File: config.mk
export PLATFORM = sky130hd
export DESIGN_NAME = inst_trace_buffer_flat
export DESIGN_NICKNAME = d
export VERILOG_FILES = /design/src/rtl/inst_trace_buffer_pkg.sv /design/src/rtl/inst_trace_buffer_if.sv /design/src/rtl/inst_trace_buffer_mem.sv /design/src/rtl/inst_trace_buffer.sv /design/src/flat_wrapper.sv
export SDC_FILE = /design/constraint.sdc
export NUM_CORES = 1
export LEC_CHECK = 0
export BUFFER_PORTS_ARGS = -buffer_cell sky130_fd_sc_hd__clkbuf_2
export CAP_MARGIN = 40
export CORE_AREA = 8 8 274 276
export DETAILED_ROUTE_END_ITERATION = 16
export DIE_AREA = 0 0 282 284
export GPL_ROUTABILITY_DRIVEN = 0
export PLACE_DENSITY = 0.89
export SLEW_MARGIN = 20
export SYNTH_ARGS = -nofsm -noshare
export SYNTH_HDL_FRONTEND = slang
export SYNTH_HIERARCHICAL = 1
export SYNTH_SLANG_ARGS = --single-unit
File: constraint.sdc
create_clock -name clk -period 20.7 [get_ports clk]
set_clock_uncertainty 0.2 [all_clocks]
set_input_delay 1.035 -clock clk [delete_from_list [all_inputs] [get_ports clk]]
set_output_delay 1.035 -clock clk [all_outputs]
set_load 0.02 [all_outputs]
File: src/rtl/inst_trace_buffer_pkg.sv
// Shared record layout and widths for the instruction trace buffer.
package inst_trace_buffer_pkg;

  localparam int TRACE_REC_W   = 64;
  localparam int PC_W          = 32;
  localparam int INSTR_W       = 32;
  localparam int REC_PC_LSB    = 32;
  localparam int REC_INSTR_LSB = 0;
  localparam int DROP_CNT_W    = 16;

  // Packed so that pc lands in [63:32] and instr in [31:0].
  typedef struct packed {
    logic [PC_W-1:0]    pc;
    logic [INSTR_W-1:0] instr;
  } trace_rec_t;

  function automatic logic [TRACE_REC_W-1:0] pack_rec(input logic [PC_W-1:0]    pc,
                                                      input logic [INSTR_W-1:0] instr);
    trace_rec_t r;
    r.pc    = pc;
    r.instr = instr;
    return r;
  endfunction

endpackage

File: src/rtl/inst_trace_buffer_if.sv
// Valid/ready readout port carrying one {pc, instr} record per handshake.
interface inst_trace_buffer_if;
  import inst_trace_buffer_pkg::*;

  logic               rd_valid;
  logic               rd_ready;
  logic [PC_W-1:0]    rd_pc;
  logic [INSTR_W-1:0] rd_instr;

  // The buffer sources records; the debug bridge consumes them.
  modport master (output rd_valid, output rd_pc, output rd_instr, input rd_ready);
  modport slave  (input rd_valid, input rd_pc, input rd_instr, output rd_ready);

endinterface

File: src/rtl/inst_trace_buffer_mem.sv
// DEPTH x 64 record storage: one synchronous write port, one asynchronous read port.
module trace_fifo_mem
  import inst_trace_buffer_pkg::*;
#(
  parameter int DEPTH = 16,
  parameter int AW    = $clog2(DEPTH)
) (
  input  logic                   clk,
  input  logic                   we,
  input  logic [AW-1:0]          waddr,
  input  logic [TRACE_REC_W-1:0] wdata,
  input  logic [AW-1:0]          raddr,
  output logic [TRACE_REC_W-1:0] rdata
);

  logic [TRACE_REC_W-1:0] mem [DEPTH];

  // Write the incoming record; the array is intentionally not reset.
  always_ff @(posedge clk) begin
    if (we) mem[waddr] <= wdata;
  end

  assign rdata = mem[raddr];

endmodule

File: src/rtl/inst_trace_buffer.sv
// Instruction trace buffer: captures {pc, instr} records from the core fetch
// stage into a show-ahead FIFO drained over a valid/ready port, with dedup of
// repeated pcs and a sticky overflow flag plus saturating drop counter.
module inst_trace_buffer
  import inst_trace_buffer_pkg::*;
#(
  parameter int  DEPTH = 16,
  parameter int  DEDUP = 1,
  localparam int AW    = $clog2(DEPTH)
) (
  input  logic                  clk,
  input  logic                  rstn,
  input  logic                  cap_en,
  input  logic [PC_W-1:0]       pc,
  input  logic [INSTR_W-1:0]    instr,
  input  logic                  flush,
  inst_trace_buffer_if.master   rd,
  output logic [AW:0]           count,
  output logic                  overflow,
  output logic [DROP_CNT_W-1:0] drop_cnt
);

  localparam logic [AW:0] FULL_CNT = (AW+1)'(DEPTH);

  logic [AW-1:0]          wr_ptr;
  logic [AW-1:0]          rd_ptr;
  logic [PC_W-1:0]        last_pc;
  logic                   last_pc_vld;
  logic                   dup;
  logic                   cap;
  logic                   pop;
  logic                   push;
  logic                   drop;
  logic [TRACE_REC_W-1:0] head_rec;

  // Dedup compares against the last offered pc, whether it was stored or dropped.
  assign dup  = (DEDUP != 0) && last_pc_vld && (pc == last_pc);
  assign cap  = cap_en && !dup;
  // Flush discards everything offered that cycle, so it masks push, pop and drop.
  assign pop  = !flush && rd.rd_valid && rd.rd_ready;
  assign push = !flush && cap && ((count != FULL_CNT) || pop);
  assign drop = !flush && cap && !push;

  trace_fifo_mem #(
    .DEPTH (DEPTH),
    .AW    (AW)
  ) u_mem (
    .clk   (clk),
    .we    (push),
    .waddr (wr_ptr),
    .wdata (pack_rec(pc, instr)),
    .raddr (rd_ptr),
    .rdata (head_rec)
  );

  // Pointer and occupancy control; count alone separates full from empty.
  always_ff @(posedge clk or negedge rstn) begin
    if (!rstn) begin
      wr_ptr <= '0;
      rd_ptr <= '0;
      count  <= '0;
    end else if (flush) begin
      wr_ptr <= '0;
      rd_ptr <= '0;
      count  <= '0;
    end else begin
      if (push) wr_ptr <= wr_ptr + 1'b1;
      if (pop)  rd_ptr <= rd_ptr + 1'b1;
      case ({push, pop})
        2'b10:   count <= count + 1'b1;
        2'b01:   count <= count - 1'b1;
        default: count <= count;
      endcase
    end
  end

  // Loss accounting: sticky overflow and a drop counter that holds at all-ones.
  always_ff @(posedge clk or negedge rstn) begin
    if (!rstn) begin
      overflow <= 1'b0;
      drop_cnt <= '0;
    end else if (flush) begin
      overflow <= 1'b0;
      drop_cnt <= '0;
    end else if (drop) begin
      overflow <= 1'b1;
      if (drop_cnt != '1) drop_cnt <= drop_cnt + 1'b1;
    end
  end

  // Validity of the remembered pc; cleared so the first offer after flush is kept.
  always_ff @(posedge clk or negedge rstn) begin
    if (!rstn)       last_pc_vld <= 1'b0;
    else if (flush)  last_pc_vld <= 1'b0;
    else if (cap_en) last_pc_vld <= 1'b1;
  end

  // Remembered pc value; only meaningful while last_pc_vld is set.
  always_ff @(posedge clk) begin
    if (cap_en) last_pc <= pc;
  end

  // Show-ahead head; forced to zero when empty so reset leaves the outputs at 0.
  assign rd.rd_valid = (count != '0);
  assign rd.rd_pc    = rd.rd_valid ? head_rec[REC_PC_LSB +: PC_W]       : '0;
  assign rd.rd_instr = rd.rd_valid ? head_rec[REC_INSTR_LSB +: INSTR_W] : '0;

endmodule

File: src/flat_wrapper.sv
// flat-port wrapper written by rule: the top's interface ports become plain ports
module inst_trace_buffer_flat import inst_trace_buffer_pkg::*;
#(
  parameter int  DEPTH = 16,
  parameter int  DEDUP = 1,
  localparam int AW    = $clog2(DEPTH)
)
  (clk, rstn, cap_en, pc, instr, flush, count, overflow, drop_cnt, rd_rd_valid, rd_rd_pc, rd_rd_instr, rd_rd_ready);
  inst_trace_buffer_if rd_i ();
  input  logic clk;
  input  logic rstn;
  input  logic cap_en;
  input  logic [PC_W-1:0] pc;
  input  logic [INSTR_W-1:0] instr;
  input  logic flush;
  output logic [AW:0] count;
  output logic overflow;
  output logic [DROP_CNT_W-1:0] drop_cnt;
  output wire logic [$bits(rd_i.rd_valid)-1:0] rd_rd_valid;
  output wire logic [$bits(rd_i.rd_pc)-1:0] rd_rd_pc;
  output wire logic [$bits(rd_i.rd_instr)-1:0] rd_rd_instr;
  input wire logic [$bits(rd_i.rd_ready)-1:0] rd_rd_ready;
  assign rd_rd_valid = rd_i.rd_valid;
  assign rd_rd_pc = rd_i.rd_pc;
  assign rd_rd_instr = rd_i.rd_instr;
  assign rd_i.rd_ready = rd_rd_ready;
  inst_trace_buffer #(.DEPTH(DEPTH), .DEDUP(DEDUP)) u_core (.clk(clk), .rstn(rstn), .cap_en(cap_en), .pc(pc), .instr(instr), .flush(flush), .rd(rd_i), .count(count), .overflow(overflow), .drop_cnt(drop_cnt));
endmodule
Yosys cells after proc, flatten, opt, wreduce, memory -nomap -nowiden
Memories as Yosys holds them, arrays and structs flattened.
Cells that the tools add are included.
W data, S select, Z words.

cells by class
  add/sub/neg operators = 5
  multiply operators = 0
  div/mod/pow operators = 0
  $lt $le $gt $ge = 0
  eq/ne operators = 5
  shifts and indexed selects = 0
  mux-type cells = 17
  bitwise operators = 0
  reductions and logical operators = 19

operators by type and width
  kind                     number
  $mux W32                 2
  $mux W16                 3
  $eq A32 B32 Y1           1
  $add A16 B1 Y16 const B  1
  $mux W4                  4
  $ne A16 B16 Y1 const B   1
  $pmux W5 S2              1
  $reduce_bool A2 Y1       5
  $add A4 B1 Y4 const B    2
  $logic_and A1 B1 Y1      7
  $mux W1                  6
  $add A5 B1 Y5 const B    1
  $mux W5                  1
  $ne A5 B5 Y1 const B     1
  $reduce_bool A5 Y1       1
  $sub A5 B1 Y5 const B    1
  $logic_not A1 Y1         3
  $reduce_bool A3 Y1       1
  $eq A2 B1 Y1 const B     1
  $eq A2 B2 Y1 const B     1
  $reduce_and A2 Y1        1
  $logic_or A1 B1 Y1       1

word-level totals
  register bits = 63
  latch bits = 0
  RAM bits = 1024
  ROM bits = 0
  logic and storage cells = 54
  memories = 1

memories
  name              words  bits a word  read ports  clocked after Yosys merged registers in  write ports  line                         text
  u_core.u_mem.mem  16     64           1           0                                        1            inst_trace_buffer_mem.sv:16  logic [TRACE_REC_W-1:0] mem [DEPTH];

Depth between registers and ports, before layout
Gate-level depths: netlist of run 1.

  word-level depth = 10
  gate-level depth with buffers = 14
  gate-level depth less buffers = 12

By module
Netlist of run 1, hierarchy kept.

by module, submodules not included
  module             instances  cells each  area an instance (um^2)  sequential area each (um^2)
  trace_fifo_mem     1          1583        38300.5                  30749.5
  inst_trace_buffer  1          347         3648.5                   1736.7

Worst setup path before layout of run 1
OpenSTA, ideal clock, no wires.

  path type = input port to flip-flop
  start point = in pc[27]
  end point = mem u_core.u_mem.mem[0][0] (enable)
  data arrival time = 6799 ps
  required time = 19935 ps
  path slack = 13136 ps
  cell stages on the path = 8
  path through = xor2_1 -> nor4_1 -> nand3_1 -> o31ai_4 -> nor2b_1 -> nor2b_1 -> or3b_2 -> nor3_1

between the ends
  cells in the longest elaborated chain, start to end = 8

RTL lines
  what                               line                         text
  start, declared                    flat_wrapper.sv:13           input logic [PC_W-1:0] pc;
  $eq A32 B32 Y1                     inst_trace_buffer.sv:37      assign dup = (DEDUP != 0) && last_pc_vld && (pc == last_pc);
  $logic_and A1 B1 Y1                inst_trace_buffer.sv:37
  $logic_not A1 Y1                   inst_trace_buffer.sv:38      assign cap = cap_en && !dup;
  $logic_and A1 B1 Y1                inst_trace_buffer.sv:38
  $logic_and A1 B1 Y1 (2 in series)  inst_trace_buffer.sv:41      assign push = !flush && cap && ((count != FULL_CNT) || pop);
  net u_core.push                    inst_trace_buffer.sv:32      logic push;
  $mux W1                            inst_trace_buffer_mem.sv:20  if (we) mem[waddr] <= wdata;
  $mux W1 (not written as such)      inst_trace_buffer_mem.sv:20
  end, declared                      inst_trace_buffer_mem.sv:16

The timed path passes the listed nets, and every way through them passes these cells.

Final worst setup path of run 1
  start point = reg u_core.rd_ptr[1]
  end point = out rd_rd_pc[15]

between the ends
  cells in the longest elaborated chain, start to end = 2

RTL lines
  what                     line                      text
  start, declared          inst_trace_buffer.sv:26   logic [AW-1:0] rd_ptr;
  start signal, assigned   inst_trace_buffer.sv:68   if (pop) rd_ptr <= rd_ptr + 1'b1;
  $mem_v2 Z16 W64          n/a
  net u_core.head_rec[47]  inst_trace_buffer.sv:34   logic [TRACE_REC_W-1:0] head_rec;
  $mux W32                 inst_trace_buffer.sv:105  assign rd.rd_pc = rd.rd_valid ? head_rec[REC_PC_LSB +: PC_W] : '0;
  end, declared            flat_wrapper.sv:20        output wire logic [$bits(rd_i.rd_pc)-1:0] rd_rd_pc;

The timed path passes the listed nets, and every way through them passes these cells.

==> results.sh, run 1 <==
export IMPL_synth_top_area_frac=0.756
export IMPL_cpPeakStageDelay_ns=0.60
export IMPL_seq_area_frac_synth=0.774
export IMPL_setup_tns_ns=0
export IMPL_layout_common_cells="edfxtp_1, mux4_2, clkbuf_2"
export IMPL_ctsHtreeMaxLevel=3
export IMPL_drtPass1Iterations=5
export IMPL_netlist_area_mm2=0.0419
export IMPL_finalHoldViolCount=0
export IMPL_cpMostUsedCell="buf_4"
export IMPL_fin_area_mm2=0.0478
export IMPL_synth_simple_area_share=0.0324
export IMPL_slew_viol_final=0
export IMPL_synth_compound_area_frac=0.0290
export IMPL_maxCapViolations=0
export IMPL_start_kind="register"
export IMPL_antenna_found_initial=7
export IMPL_setup_viol=0
export IMPL_cp_required_ns=19.47
export IMPL_end_kind="output pin"
export IMPL_ys_seq_elements=1087
export IMPL_synth_top_family_by_area="multiplexers"
export IMPL_clkTransAtPathRegs_ns=0.06
export IMPL_cts_setup_buffers=0
export IMPL_dieArea_mm2=0.0801
export IMPL_final_nets=2226
export IMPL_cp_max_fo=55
export IMPL_core_area_mm2=0.0708
export IMPL_ant_nets=0
export IMPL_synth_ff_type="edfxtp_1"
export IMPL_synth_edff_count=1056
export IMPL_yosys_warnings=6
export IMPL_final_layout_size_suffix_gt1_frac=0.298
export IMPL_status="complete, no violations"
export IMPL_cts_sinks=1087
export IMPL_syn_nets=2006
export IMPL_power_leakage_nw=15.2
export IMPL_period_share=0.264
export IMPL_min_period_ns=5.47
export IMPL_postPlaceCellArea_mm2=0.0443
export IMPL_holdCritPathClass="primary input to asynchronous set/reset pin"
export IMPL_synth_area_leaders="edfxtp_1, mux4_2, a22oi_1"
export IMPL_synthMuxAreaShare=0.141
export IMPL_syn_inst=1930
export IMPL_dp_hpwl_mm=56.9
export IMPL_vdd_drop_max_v=0.0000818
export IMPL_io_pins=156
export IMPL_async_reset_ff_frac=0.0285
export IMPL_numCtsBuffers=102
export IMPL_dieWidth_um=282
export IMPL_cts_max_path_buffers=3
export IMPL_port_buffers=155
export IMPL_wl_per_cell_um=35.1
export IMPL_gr_total_overflow=0
export IMPL_cts_tree="built"
export IMPL_crit_type="register to output pin"
export IMPL_powerDensity_mw_per_mm2=108
export IMPL_yosys_area_top_type="edfxtp_1"
export IMPL_path_delay_family="buffers and inverters"
export IMPL_layout_commonest_cell="edfxtp_1"
export IMPL_die_height_um=284
export IMPL_drt_iter0_drc=3274
export IMPL_synth_avg_cell_area_um2=21.7
export IMPL_slowest_stage="buf_4"
export IMPL_synthXorXnorAreaFrac=0.00773
export IMPL_cts_root_buf="clkbuf_16"
export IMPL_ys_types=45
export IMPL_grt_pass1_vias=22900
export IMPL_drcViolationCount=0
export IMPL_synthAdderAreaFrac=0.00227
export IMPL_clkLatencyLatePin_ns=0.71
export IMPL_postCtsHoldBufs=0
export IMPL_totalWireLength_mm=112
export IMPL_grt_max_degree=121
export IMPL_syn_to_final_growth_pct=14.0
export IMPL_arrival_ns=4.24
export IMPL_path_cells="buf_16 -> buf_4 -> buf_4 -> buf_4 -> buf_12 -> mux4_2 -> a22oi_1 -> nand2_1 -> nor2b_1 -> clkbuf_2"
export IMPL_path_buf_inv=6
export IMPL_initial_core_util=0.593
export IMPL_grt_pass1_wl_mm=159
export IMPL_slew_headroom=0.409
export IMPL_via_count=21900
export IMPL_placementRows=98
export IMPL_gr_usage_all_layers=0.278
export IMPL_max_freq_mhz=183
export IMPL_rsz0062_at_grt="no"
export IMPL_ctsResizeCount=0
export IMPL_nFillCells=4109
export IMPL_tightest_slew_ns=0.886
export IMPL_via_per_inst=6.88
==> where the power goes <==
group          switching [W]  internal, W  total (W)
registers          0.0000220      0.00245    0.00247
logic               0.000490     0.000340   0.000830
clock network       0.000843      0.00103    0.00187
total                0.00135      0.00382    0.00517
==> per-stage QoR <==
stage	instances	power (W)	setup WS, ns	util	hold WS [ns]
floorplan	1930	0.00306	13.14	-	0.263
global placement	2969	0.00326	14.62	0.619	0.284
detailed placement	2989	0.00332	14.59	0.626	0.298
CTS	3174	0.00519	13.71	0.673	0.241
global route	3184	0.00531	15.09	0.676	0.119
finish	3185	0.00517	15.23	0.676	0.100
==> synth_stat cells (2+ instances only) <==
cell	count
clkbuf_1	48
and3_4	2
a21oi_1	15
buf_4	6
inv_1	9
or4_1	11
nor4_1	12
o21ai_0	4
buf_2	17
a22oi_1	128
a21o_1	2
nand4_1	6
and3_1	3
mux2_2	10
o31ai_1	9
dfrtp_1	31
mux2i_1	3
edfxtp_1	1056
ha_1	6
nor2b_1	77
nand3_1	11
buf_6	14
nor2_1	36
nand3b_1	2
buf_1	16
or3_1	3
nor3_1	7
nand2_1	73
nand2b_1	6
xor2_1	36
nor4_2	2
mux4_2	256
==> metal layers <==
| layer | wire length (µm) | global-route usage | vias up | part of all wire |
|---|---|---|---|---|
| met4 | 5300 | 0.128 | 4 | 0.047 |
| li1 | - | - | 8502 | - |
| met3 | 12000 | 0.0561 | 322 | 0.11 |
| met1 | 37000 | 0.346 | 11300 | 0.33 |
| met2 | 57300 | 0.468 | 1801 | 0.51 |
| met5 | 23 | 0 | - | 0.00021 |
==> cells by family after synthesis <==
kind of cell | count (synthesis)
buf+inv | 110
compound gates | 164
mux | 269
flops | 1087
xor+xnor | 37
simple gates | 256
fa+ha+maj | 7
==> area by class of cell <==
| type | instances | area (µm²) | area share |
|---|---|---|---|
| inverters | 9 | 33.8 | 0.000706 |
| clock inverters | 61 | 679 | 0.0142 |
| clock buffers | 124 | 2640 | 0.0551 |
| flip-flops and latches | 1087 | 32500 | 0.680 |
| multi-input cells | 733 | 9040 | 0.189 |
| repair buffers | 217 | 1730 | 0.0363 |
| diodes | 4 | 10.0 | 0.000209 |
| well taps | 950 | 1190 | 0.0249 |
==> worst reg2reg max path: stages, from the launching register on <==
cell	delay, ns
edfxtp_1	0.52
xor2_1	0.26
nor4_1	0.10
nand3_1	0.20
o31ai_4	0.10
buf_4	0.28
nor2b_1	0.30
nor2b_1	0.28
nand3_1	0.35
nor2_4	0.52
buf_4	0.48
buf_4	0.73
==> worst paths after layout <==
check	start	to	slack (ns)	cells after the start
worst max-delay path	u_core/rd_ptr[1]$_DFFE_PN0P_	rd_rd_pc[15]	15.23	10
worst min-delay path	rstn	u_core/count[1]$_DFFE_PN0P_	0.10	1
worst max register to register	u_core/last_pc[27]$_DFFE_PP_	u_core/u_mem/mem[15][43]$_DFFE_PP_	15.92	11
worst min register to register	u_core/overflow$_DFFE_PN0P_	u_core/overflow$_DFFE_PN0P_	0.30	1
max in group asynchronous	rstn	u_core/drop_cnt[6]$_DFFE_PN0P_	19.72	2
min in group clk	u_core/overflow$_DFFE_PN0P_	u_core/overflow$_DFFE_PN0P_	0.30	1
==> state kept, by name, summed over array words and instances (netlist names) <==
signal and cells:
u_core/u_mem/mem 1024, u_core/wr_ptr 4, u_core/count 5, u_core/drop_cnt 16, u_core/last_pc 32, u_core/rd_ptr 4, u_core/last_pc_vld 1, u_core/overflow 1
No activity file was read; power rests on OpenSTA's default activity.
==> run 2, diff against run 1 <==
Settings changed: CORE_AREA 8 8 274 276 to 8 8 286 288, DIE_AREA 0 0 282 284 to 0 0 294 296, PLACE_DENSITY 0.89 to 0.86.
Clock period 20.7 ns to 4.7 ns, I/O delays scaled along.
==> run 2 against run 1 <==
Via count decreased by 0.67%. Worst hold slack gained 0.23 ns. Global-route usage down 3.8 points. Sequential power rose to 4.4 times the previous value. Critical path depth increased by 4. Largest power group unchanged.
==> results.sh, run 2 (same netlist as run 1, synthesis figures left out) <==
export IMPL_slowest_stage="dlygate4sd3_1"
export IMPL_totalWireLength_mm=105
export IMPL_maxCapViolations=0
export IMPL_post_route_util=0.627
export IMPL_drcViolationCount=0
export IMPL_dp_hpwl_mm=54.5
export IMPL_rsz0062_at_grt="no"
export IMPL_wl_per_cell_um=31.4
export IMPL_whs_ns=0.331
export IMPL_min_period_ns=4.33
export IMPL_fin_area_mm2=0.0482
export IMPL_largest_reg_flops=1024
export IMPL_io_pins=156
export IMPL_cts_tree="built"
export IMPL_dieArea_mm2=0.0870
export IMPL_crit_type="primary input to register"
export IMPL_fin_ws_ns=0.369
export IMPL_powerDensity_mw_per_mm2=462
export IMPL_cts_sinks=1087
export IMPL_vdd_drop_max_v=0.000339
export IMPL_drt_iter0_drc=2772
export IMPL_cpMostUsedCell="dlygate4sd3_1"
export IMPL_grt_max_degree=111
export IMPL_top_register="u_core/u_mem/mem"
export IMPL_cts_max_path_buffers=3
export IMPL_grt_pass1_wl_mm=154
export IMPL_layout_commonest_cell="edfxtp_1"
export IMPL_pwr_share_comb=0.161
export IMPL_tightest_slew_ns=0.899
export IMPL_antenna_found_initial=4
export IMPL_syn_to_final_growth_pct=15.0
export IMPL_final_layout_size_suffix_gt1_frac=0.285
export IMPL_cp_max_fo=18
export IMPL_intPower_w=0.0165
export IMPL_final_nets=2296
export IMPL_dieWidth_um=294
export IMPL_path_delay_family="buffers and inverters"
export IMPL_cts_root_buf="clkbuf_16"
export IMPL_finalHoldViolCount=0
export IMPL_start_kind="primary input"
export IMPL_ant_nets=0
export IMPL_clkTransAtPathRegs_ns=0.06
export IMPL_slew_viol_final=0
export IMPL_power_leakage_nw=15.3
export IMPL_path_cells="dlygate4sd3_1 -> clkbuf_2 -> xor2_1 -> nor4_1 -> nand4_1 -> o31ai_4 -> nand2_1 -> fa_1 -> inv_1 -> a21o_1 -> a21oi_1 -> and3_1 -> dlygate4sd3_1 -> o41ai_1"
export IMPL_cpPeakStageDelay_ns=0.57
export IMPL_grt_pass1_vias=23000
export IMPL_via_count=21800
export IMPL_slew_headroom=0.399
export IMPL_via_per_inst=6.52
export IMPL_clkLatencyLatePin_ns=0.67
export IMPL_sw_frac_of_total=0.258
export IMPL_post_place_ws_ns=0.461
export IMPL_core_area_mm2=0.0770
export IMPL_initial_core_util=0.545
export IMPL_drtPass1Iterations=5
export IMPL_clkPwrFrac=0.349
export IMPL_gr_usage_all_layers=0.240
export IMPL_reg_top3="u_core/u_mem/mem (1024), u_core/last_pc (32), u_core/drop_cnt (16)"
export IMPL_gr_total_overflow=0
export IMPL_arrival_ns=4.68
export IMPL_die_height_um=296
export IMPL_setup_viol=0
export IMPL_ctsHtreeMaxLevel=3
export IMPL_holdCritPathClass="register to register"
export IMPL_port_buffers=155
export IMPL_placementRows=102
export IMPL_path_buf_inv=4
export IMPL_seq_power_share=0.490
export IMPL_p_sw_w=0.00574
export IMPL_cp_required_ns=5.04
export IMPL_power_w=0.0223
export IMPL_layout_common_cells="edfxtp_1, mux4_2, clkbuf_2"
export IMPL_status="complete, no violations"
export IMPL_cts_setup_buffers=0
export IMPL_max_freq_mhz=231
export IMPL_postPlaceCellArea_mm2=0.0444
export IMPL_period_share=0.921
export IMPL_end_kind="register"
export IMPL_numCtsBuffers=101
-- run 2: changes by cell type in the layout (fill, tap and decap cells not counted), sizes merged --
cell         change
buf              +1
bufinv           -4
clkbuf           -3
clkinv           +4
clkinvlp         -1
dlygate4sd3     +70
inv              -2
-- run 2: path summary, 6_finish.rpt --
check                                           startpoint  cells past startpoint                               to  slack [ns]
setup / recovery                                    pc[10]                     14      u_core/count[4]$_DFFE_PN0P_        0.37
hold / removal             u_core/drop_cnt[15]$_DFFE_PN0P_                      1  u_core/drop_cnt[15]$_DFFE_PN0P_        0.33
setup reg to reg              u_core/last_pc[29]$_DFFE_PP_                     12      u_core/count[4]$_DFFE_PN0P_        0.38
hold reg to reg            u_core/drop_cnt[15]$_DFFE_PN0P_                      1  u_core/drop_cnt[15]$_DFFE_PN0P_        0.33
max in group asynchronous                             rstn                      4   u_core/drop_cnt[2]$_DFFE_PN0P_        3.69
min in group asynchronous                             rstn                      4     u_core/rd_ptr[3]$_DFFE_PN0P_        0.41
-- run 2: what timing repair did --
item	in CTS	in global routing
hold endpoints to repair	1106	0
hold buffers	71	0
gates resized for setup	0	0
-- run 2: worst register-to-register path: stages (launching register included) --
cell and delay (ns):
edfxtp_1 0.38, xor2_1 0.23, nor4_1 0.60, nand4_1 0.40, o31ai_4 0.48, nand2_1 0.18, fa_1 0.43, inv_1 0.07
a21o_1 0.10, a21oi_1 0.11, and3_1 0.20, dlygate4sd3_1 0.55, o41ai_1 0.27
-- run 2: routing by layer --
metal / track usage / wire [µm] / vias to the layer above
li1: - / - / 8658
met1: 0.305 / 36900 / 11300
met2: 0.413 / 53800 / 1510
met3: 0.0403 / 9930 / 265
met4: 0.0969 / 4200 / 0
met5: 0 / 0 / -
-- run 2: final cells by class --
cell class	count	area [µm²]
fillers	4887	28700
inverters	9	33.8
clock inverters	58	437
clock buffers	121	2650
well taps	1040	1300
multi-input cells	733	9070
flip-flops and latches	1087	32500
diodes	4	10.0
repair buffers	288	2250
-- run 2: power by group through the flow --
stage / sequential (W) / clock [W] / combinational [W]
final: 0.0109 / 0.00779 / 0.00358
after CTS: 0.0109 / 0.00787 / 0.00364
after global routing: 0.0109 / 0.00821 / 0.00383
after detailed placement: 0.0111 / 0 / 0.00351
after floorplan: 0.0111 / 0 / 0.00241
after global placement: 0.0111 / 0 / 0.00343
-- run 2: metrics by stage --
step	setup TNS, ns	std cells
2_1_floorplan	-95.00	1930
3_3_place_gp	0	3084
3_5_place_dp	0	3085
4_1_cts	0	3335
5_1_grt	0	3339
6_report	0	3340
